**config.mk**
```make
export PLATFORM = sky130hd
export DESIGN_NAME = tempsens_meas_scheduler
export DESIGN_NICKNAME = d
export VERILOG_FILES = /design/src/rtl/tempsens_meas_scheduler.sv
export SDC_FILE = /design/constraint.sdc
export NUM_CORES = 1
export LEC_CHECK = 0
export ABC_CLOCK_PERIOD_IN_PS = 3400
export CAP_MARGIN = 25
export CORE_ASPECT_RATIO = 1.4
export CORE_MARGIN = 5
export CORE_UTILIZATION = 45
export DETAILED_ROUTE_END_ITERATION = 12
export PLACE_DENSITY = 0.75
export SKIP_CTS_REPAIR_TIMING = 1
export SKIP_LAST_GASP = 1
export SLEW_MARGIN = 20
export SYNTH_ARGS = -nofsm -noshare
export SYNTH_HDL_FRONTEND = slang
export SYNTH_SLANG_ARGS = --single-unit
```
**constraint.sdc**
```tcl
create_clock -name i_clk -period 3.4 [get_ports i_clk]
set_clock_uncertainty 0.2 [all_clocks]
set_input_delay 0.68 -clock i_clk [delete_from_list [all_inputs] [get_ports i_clk]]
set_output_delay 0.68 -clock i_clk [all_outputs]
set_load 0.005 [all_outputs]
```
**src/rtl/tempsens_meas_scheduler.sv**
```systemverilog
// tempsens_meas_scheduler
// Sequences the ring-oscillator temperature measurement: clears the edge
// counter, gates the oscillator for GATE_CYCLES clocks, lets the counter
// synchronizer settle and then accumulates the count. After 2^NSAMP_LOG2
// windows it publishes the average and streams it to the UART, low byte
// first. It is controlled by single-byte UART commands: 'S' runs one result,
// 'C' runs continuously, 'P' stops after the frame in progress.
//
// Ports:
//   i_clk, i_reset      clock, synchronous active-high reset
//   i_rx_ready/i_rx_data command byte strobe from the UART receiver
//   i_count             edge counter value, stable while o_osc_en=0
//   i_tx_busy           UART transmitter busy
//   o_osc_en, o_cnt_clr oscillator/counter enable and counter clear pulse
//   o_tx_start/o_tx_data UART send strobe and byte
//   o_busy              high whenever the scheduler is not idle
//   o_result/o_result_valid averaged result and its update pulse
module tempsens_meas_scheduler #(
    parameter int GATE_CYCLES = 1000,
    parameter int CNT_W       = 16,
    parameter int NSAMP_LOG2  = 3,
    parameter int IDLE_GAP    = 100
) (
    input  logic             i_clk,
    input  logic             i_reset,
    input  logic             i_rx_ready,
    input  logic [7:0]       i_rx_data,
    input  logic [CNT_W-1:0] i_count,
    input  logic             i_tx_busy,
    output logic             o_osc_en,
    output logic             o_cnt_clr,
    output logic             o_tx_start,
    output logic [7:0]       o_tx_data,
    output logic             o_busy,
    output logic [CNT_W-1:0] o_result,
    output logic             o_result_valid
);

    typedef enum logic [3:0] {
        ST_IDLE    = 4'd0,
        ST_CLEAR   = 4'd1,
        ST_GATE    = 4'd2,
        ST_SETTLE  = 4'd3,
        ST_ACCUM   = 4'd4,
        ST_DONE    = 4'd5,
        ST_SEND_LO = 4'd6,
        ST_WAIT_LO = 4'd7,
        ST_SEND_HI = 4'd8,
        ST_WAIT_HI = 4'd9,
        ST_GAP     = 4'd10
    } state_t;

    localparam int TMAX  = (GATE_CYCLES > IDLE_GAP) ? GATE_CYCLES : IDLE_GAP;
    localparam int TW    = $clog2(TMAX + 1);
    localparam int ACC_W = CNT_W + NSAMP_LOG2;

    localparam logic [TW-1:0] GATE_LAST   = TW'(GATE_CYCLES - 1);
    localparam logic [TW-1:0] SETTLE_LAST = TW'(1);
    localparam logic [TW-1:0] GAP_LAST    = TW'(IDLE_GAP - 1);
    localparam logic [TW-1:0] TMR_SAT     = {TW{1'b1}};
    localparam logic [4:0]    LAST_IDX    = 5'((1 << NSAMP_LOG2) - 1);

    state_t              r_state;
    state_t              w_state_nxt;
    logic [TW-1:0]       r_tmr;
    logic [ACC_W-1:0]    r_acc;
    logic [4:0]          r_idx;
    logic                r_cont;
    logic                w_cmd_start;
    logic                w_cont_nxt;
    logic                w_osc_en;
    logic                w_cnt_clr;
    logic                w_tx_start;
    logic                w_busy;
    logic [15:0]         w_res16;

    // Command decode; a 'P' wins over the frame in progress but never aborts it.
    always_comb begin
        w_cmd_start = 1'b0;
        w_cont_nxt  = r_cont;
        if (i_rx_ready) begin
            case (i_rx_data)
                8'h53:   w_cmd_start = 1'b1;
                8'h43: begin
                    w_cmd_start = 1'b1;
                    w_cont_nxt  = 1'b1;
                end
                8'h50:   w_cont_nxt  = 1'b0;
                default: w_cmd_start = 1'b0;
            endcase
        end else begin
            w_cmd_start = 1'b0;
        end
    end

    // State register.
    always_ff @(posedge i_clk) begin
        if (i_reset) begin
            r_state <= ST_IDLE;
        end else begin
            r_state <= w_state_nxt;
        end
    end

    // Dwell timer: restarts on every state change, saturates while waiting.
    always_ff @(posedge i_clk) begin
        if (i_reset) begin
            r_tmr <= '0;
        end else if (w_state_nxt != r_state) begin
            r_tmr <= '0;
        end else if (r_tmr != TMR_SAT) begin
            r_tmr <= r_tmr + TW'(1);
        end else begin
            r_tmr <= r_tmr;
        end
    end

    // Next-state logic. In WAIT_x the first cycle (r_tmr==0) ignores
    // i_tx_busy because the UART only raises it one cycle after tx_start.
    always_comb begin
        w_state_nxt = r_state;
        case (r_state)
            ST_IDLE:    if (w_cmd_start) w_state_nxt = ST_CLEAR;
                        else             w_state_nxt = ST_IDLE;
            ST_CLEAR:   w_state_nxt = ST_GATE;
            ST_GATE:    if (r_tmr == GATE_LAST) w_state_nxt = ST_SETTLE;
                        else                    w_state_nxt = ST_GATE;
            ST_SETTLE:  if (r_tmr == SETTLE_LAST) w_state_nxt = ST_ACCUM;
                        else                      w_state_nxt = ST_SETTLE;
            ST_ACCUM:   if (r_idx == LAST_IDX) w_state_nxt = ST_DONE;
                        else                   w_state_nxt = ST_CLEAR;
            ST_DONE:    w_state_nxt = ST_SEND_LO;
            ST_SEND_LO: if (!i_tx_busy) w_state_nxt = ST_WAIT_LO;
                        else            w_state_nxt = ST_SEND_LO;
            ST_WAIT_LO: if ((r_tmr != '0) && !i_tx_busy) w_state_nxt = ST_SEND_HI;
                        else                             w_state_nxt = ST_WAIT_LO;
            ST_SEND_HI: if (!i_tx_busy) w_state_nxt = ST_WAIT_HI;
                        else            w_state_nxt = ST_SEND_HI;
            ST_WAIT_HI: if ((r_tmr != '0) && !i_tx_busy)
                            w_state_nxt = w_cont_nxt ? ST_GAP : ST_IDLE;
                        else
                            w_state_nxt = ST_WAIT_HI;
            ST_GAP:     if (r_tmr == GAP_LAST)
                            w_state_nxt = w_cont_nxt ? ST_CLEAR : ST_IDLE;
                        else
                            w_state_nxt = ST_GAP;
            default:    w_state_nxt = ST_IDLE;
        endcase
    end

    // Output decode from the next state so the registered outputs line up
    // with the state they belong to.
    always_comb begin
        w_osc_en   = (w_state_nxt == ST_GATE);
        w_cnt_clr  = (w_state_nxt == ST_CLEAR);
        w_busy     = (w_state_nxt != ST_IDLE);
        w_tx_start = ((r_state == ST_SEND_LO) && (w_state_nxt == ST_WAIT_LO)) ||
                     ((r_state == ST_SEND_HI) && (w_state_nxt == ST_WAIT_HI));
    end

    // Control output registers.
    always_ff @(posedge i_clk) begin
        if (i_reset) begin
            o_osc_en   <= 1'b0;
            o_cnt_clr  <= 1'b0;
            o_tx_start <= 1'b0;
            o_busy     <= 1'b0;
        end else begin
            o_osc_en   <= w_osc_en;
            o_cnt_clr  <= w_cnt_clr;
            o_tx_start <= w_tx_start;
            o_busy     <= w_busy;
        end
    end

    assign w_res16 = 16'(o_result);

    // Accumulator, sample index, continuous flag, result and tx byte.
    always_ff @(posedge i_clk) begin
        if (i_reset) begin
            r_acc          <= '0;
            r_idx          <= 5'd0;
            r_cont         <= 1'b0;
            o_result       <= '0;
            o_result_valid <= 1'b0;
            o_tx_data      <= 8'd0;
        end else begin
            r_cont         <= w_cont_nxt;
            o_result_valid <= 1'b0;
            if (r_state == ST_ACCUM) begin
                r_acc <= r_acc + ACC_W'(i_count);
                if (r_idx != LAST_IDX) begin
                    r_idx <= r_idx + 5'd1;
                end else begin
                    r_idx <= r_idx;
                end
            end else if (r_state == ST_DONE) begin
                o_result       <= CNT_W'(r_acc >> NSAMP_LOG2);
                o_result_valid <= 1'b1;
                r_acc          <= '0;
                r_idx          <= 5'd0;
            end else begin
                r_acc <= r_acc;
                r_idx <= r_idx;
            end
            // Byte only changes on a send, so it stays put while the UART is busy.
            if (w_tx_start) begin
                o_tx_data <= (r_state == ST_SEND_LO) ? w_res16[7:0] : 8'(w_res16 >> 8);
            end else begin
                o_tx_data <= o_tx_data;
            end
        end
    end

endmodule
```
==> results by group <==
Run status
  • Status: completed

Die
  • Initial Utilization: a little under half
  • Core Footprint: about 7800 um^2
  • DIE AREA: 9940 um^2
  • Count of boundary I/O pins: 57
  • Die span in x: roughly 86 um
  • # rows: 38
  • Die height: 116 um

Drt
  • Number of remaining DRC errors: 0
  • Count of routing violations after the opening detailed-route iteration: roughly 190
  • Pre-Repair DR Iteration Count: 5
  • Total Wirelength: 8830 um
  • Total vias in the final route: 3212
  • Wire per inst: 15.5 um
  • Via-to-Cell Ratio: approximately 5.6
  • Antenna-violating nets left: 0

CTS
  • Cell chosen for the clock root: sky130_fd_sc_hd__clkbuf_8
  • Clock Sink Count: 68
  • Clock slew seen by the registers of the worst setup and hold paths: about 0.070 ns
  • TritonCTS clock tree: done
  • Skew-Pair Late Insertion Delay: around 0.35 ns
  • Number of buffers inserted during clock tree synthesis: 9
  • H-tree level count: 3
  • Buffers from clock root to sink, at most: 2

STA
  • Unrepaired setup endpoints after global routing: no
  • Finish-stage setup viols: 0
  • Hold slack final: approximately 0.26 ns
  • Total count of hold-check failures in the final report: 0
  • Max_slew headroom: about 39%
  • Final critical path time including I/O delays and setup: about 3.2 ns
  • Post-route clock period utilization: between 90% and 100%
  • Number of pins with negative max-slew slack in the final report: 0
  • Slew at the pin closest to its max-slew limit: slightly above 0.9 ns
  • Setup TNS: 0 ns
  • Fmax: 317 MHz

Critical path
  • CP cell instances: clkdlybuf4s50_1, nor4bb_1, a21oi_1, a2bb2oi_1, a2111oi_2, mux2i_1, or4_1, buf_4, a211oi_2
  • Largest stage delay on the critical path: between 0.5 and 0.6 ns
  • Cell family with most CP delay: compound AO/OA/AOI/OAI gates
  • Capturing element type of the critical path: flip-flop
  • Crit path kind: input port to flip-flop
  • Buffer and inverter count on the worst path: 2
  • Arrival time at the worst endpoint: 3.22 ns
  • Nature of the critical path startpoint: input port
  • Library cell contributing the largest single delay on the critical path: sky130_fd_sc_hd__or4_1
  • Reg2reg setup slack: 0.39 ns
  • Data required time of the worst path: about 3.5 ns
  • Crit Path Max Fanout: 10

Global routing
  • First-pass GRT wire length: roughly 15000 um
  • Antenna violations before repair: 0
  • Pin count of the biggest net entering global routing: 35
  • Total grt overflow: 0
  • Number of global-route vias before repair: 3144
  • GR Util All Layers: between 15 and 20%

Logic synthesis
  • Area share of the largest cell type after synthesis: a little under two fifths
  • Leading cell types by total area after synthesis: sky130_fd_sc_hd__dfxtp_1, sky130_fd_sc_hd__ha_1, sky130_fd_sc_hd__a22o_1, sky130_fd_sc_hd__nor2_1, sky130_fd_sc_hd__a21oi_1
  • Synthesized netlist net count: ~450
  • Average cell area after synthesis: 9.05 um^2
  • Number of different library cells in the post-synthesis netlist: 63
  • Number of instances in the synthesized netlist: 399
  • Prevailing post-synth register cell: sky130_fd_sc_hd__dfxtp_1
  • Share of the yosys chip area belonging to registers: 37.7%
  • Number of enable flip-flop cells after synthesis: 0
  • Yosys warning count: 0
  • Asr flop ratio synth: 0%
  • Post-synthesis register bit count: 68
  • Cell type with the highest aggregate area in the netlist: sky130_fd_sc_hd__dfxtp_1
  • Post-synthesis instance area: around 3600 um^2

Final layout
  • Area added between synthesis and finish: 25.7%
  • Post-layout nets: approximately 510
  • Final antenna diode count: 0
  • Share of post-route cells with drive strength above 1: between 10% and 20%

Place
  • Port Buffer Count: between 50 and 60
  • Placer congestion estimate: 0.845
  • DP HPWL: ~6700 um

Power
  • Cell area power density: between 400 and 500 nW/um^2
  • Static leakage: approximately 1.7 nW
  • Worst voltage drop across the vdd grid: 0.226 mV

Job
  • Max-cap viol count: 0

Hold path
  • Hold WC Path Type: flip-flop to flip-flop
-- layout by cell type (no fill, tap or decap), types with 3 or more instances in the layout --
cell                              netlist  final
sky130_fd_sc_hd__nor3_1                 7      7
sky130_fd_sc_hd__a31oi_1                5      5
sky130_fd_sc_hd__clkbuf_8               0      9
sky130_fd_sc_hd__nor2b_1                3      3
sky130_fd_sc_hd__nand4_1                5      5
sky130_fd_sc_hd__dfxtp_1               68     68
sky130_fd_sc_hd__clkdlybuf4s50_1        0     56
sky130_fd_sc_hd__nor2_1                43     43
sky130_fd_sc_hd__and3_1                 6      6
sky130_fd_sc_hd__a21o_1                 9      9
sky130_fd_sc_hd__buf_4                  2     14
sky130_fd_sc_hd__ha_1                  20     20
sky130_fd_sc_hd__and2_1                 6      6
sky130_fd_sc_hd__a22o_1                22     22
sky130_fd_sc_hd__inv_1                  9      9
sky130_fd_sc_hd__a211oi_1              11     10
sky130_fd_sc_hd__xor2_1                10     10
sky130_fd_sc_hd__a211oi_2               2      3
sky130_fd_sc_hd__mux2i_1               10     10
sky130_fd_sc_hd__clkinvlp_4             0      3
sky130_fd_sc_hd__a22oi_1                4      4
sky130_fd_sc_hd__nand3_1               20     20
sky130_fd_sc_hd__nand3b_1               4      4
sky130_fd_sc_hd__nand2_1               18     18
sky130_fd_sc_hd__nor4_1                 5      5
sky130_fd_sc_hd__o21ai_0               10     10
sky130_fd_sc_hd__a21oi_1               32     32
sky130_fd_sc_hd__and3_2                 4      4
sky130_fd_sc_hd__xnor2_1                8      8
-- synthesized netlist by cell type (7+ instances only) --
cell / instances
sky130_fd_sc_hd__dfxtp_1: 68
sky130_fd_sc_hd__a21oi_1: 32
sky130_fd_sc_hd__a211oi_1: 11
sky130_fd_sc_hd__o21ai_0: 10
sky130_fd_sc_hd__ha_1: 20
sky130_fd_sc_hd__xnor2_1: 8
sky130_fd_sc_hd__nand3_1: 20
sky130_fd_sc_hd__mux2i_1: 10
sky130_fd_sc_hd__clkbuf_1: 9
sky130_fd_sc_hd__nor3_1: 7
sky130_fd_sc_hd__inv_1: 9
sky130_fd_sc_hd__xor2_1: 10
sky130_fd_sc_hd__nor2_1: 43
sky130_fd_sc_hd__nand2_1: 18
sky130_fd_sc_hd__a22o_1: 22
sky130_fd_sc_hd__a21o_1: 9
-- sequential cells by signal, summed over array words and instances (netlist names), 4 cells and up --
| name | flops |
|---|---|
| r_state | 4 |
| r_tmr | 10 |
| r_idx | 5 |
| o_tx_data | 8 |
| r_acc | 19 |
| o_result | 16 |
-- worst reg2reg max path, stage by stage, from the launching register on --
cell and delay, ns:
sky130_fd_sc_hd__dfxtp_1 0.42, sky130_fd_sc_hd__inv_1 0.07, sky130_fd_sc_hd__ha_1 0.20, sky130_fd_sc_hd__nor3b_1 0.16, sky130_fd_sc_hd__a311oi_2 0.41, sky130_fd_sc_hd__a211oi_1 0.13
sky130_fd_sc_hd__a2111oi_2 0.34, sky130_fd_sc_hd__mux2i_1 0.13, sky130_fd_sc_hd__or4_1 0.52, sky130_fd_sc_hd__buf_4 0.19, sky130_fd_sc_hd__a211oi_2 0.19
-- where the power goes --
group          internal, mW  switching [mW]  leakage [nW]
logic                 0.186           0.191          1.11
registers             0.833          0.0421         0.548
clock network         0.342           0.328        0.0923
total                  1.36           0.560          1.75
-- metal layers --
layer	vias up	global-route usage, %	wire (um)
li1	1635	-	-
met1	1516	20.1	3610
met4	0	7.92	142
met2	50	35.0	4790
met3	11	2.20	284
met5	-	0	0
-- final timing paths --
kind | start | to | depth (start not counted)
max | i_rx_data[6] | r_tmr[4] | 9
min | r_acc[0] | r_acc[0] | 2
max reg2reg | r_tmr[0] | r_tmr[4] | 10
min reg2reg | r_acc[0] | r_acc[0] | 2
-- cell families after synthesis --
logic type,synth area share (%)
buffers and inverters,3.43
AO/OA/AOI/OAI,23.6
XOR/XNOR,4.36
flip-flops,37.7
multiplexers,2.77
adder cells (fa/ha/maj),7.48
AND/OR/NAND/NOR,20.7
-- final cells by class --
type                    instances  area, um^2
clock buffers                   9         124
multi-input cells             305        2130
clock inverters                 7        75.1
flip-flops and latches         68        1360
repair buffers                 71         686
well taps                     100         125
inverters                      10        37.5
fillers                       698        3260
-- metrics by stage --
stage               instances  util (%)  total power, mW  cell area [um^2]  setup WS (ns)
floorplan                 399         -             1.12              3610          0.488
global placement          553      55.6             1.25              4330         0.0210
detailed placement        554      55.7             1.27              4340        -0.0760
CTS                       570      58.2             1.93              4540          0.273
global route              570      58.2             2.01              4540         0.0539
finish                    570      58.2             1.92              4540          0.241
Power figures use the tool's default switching activity.
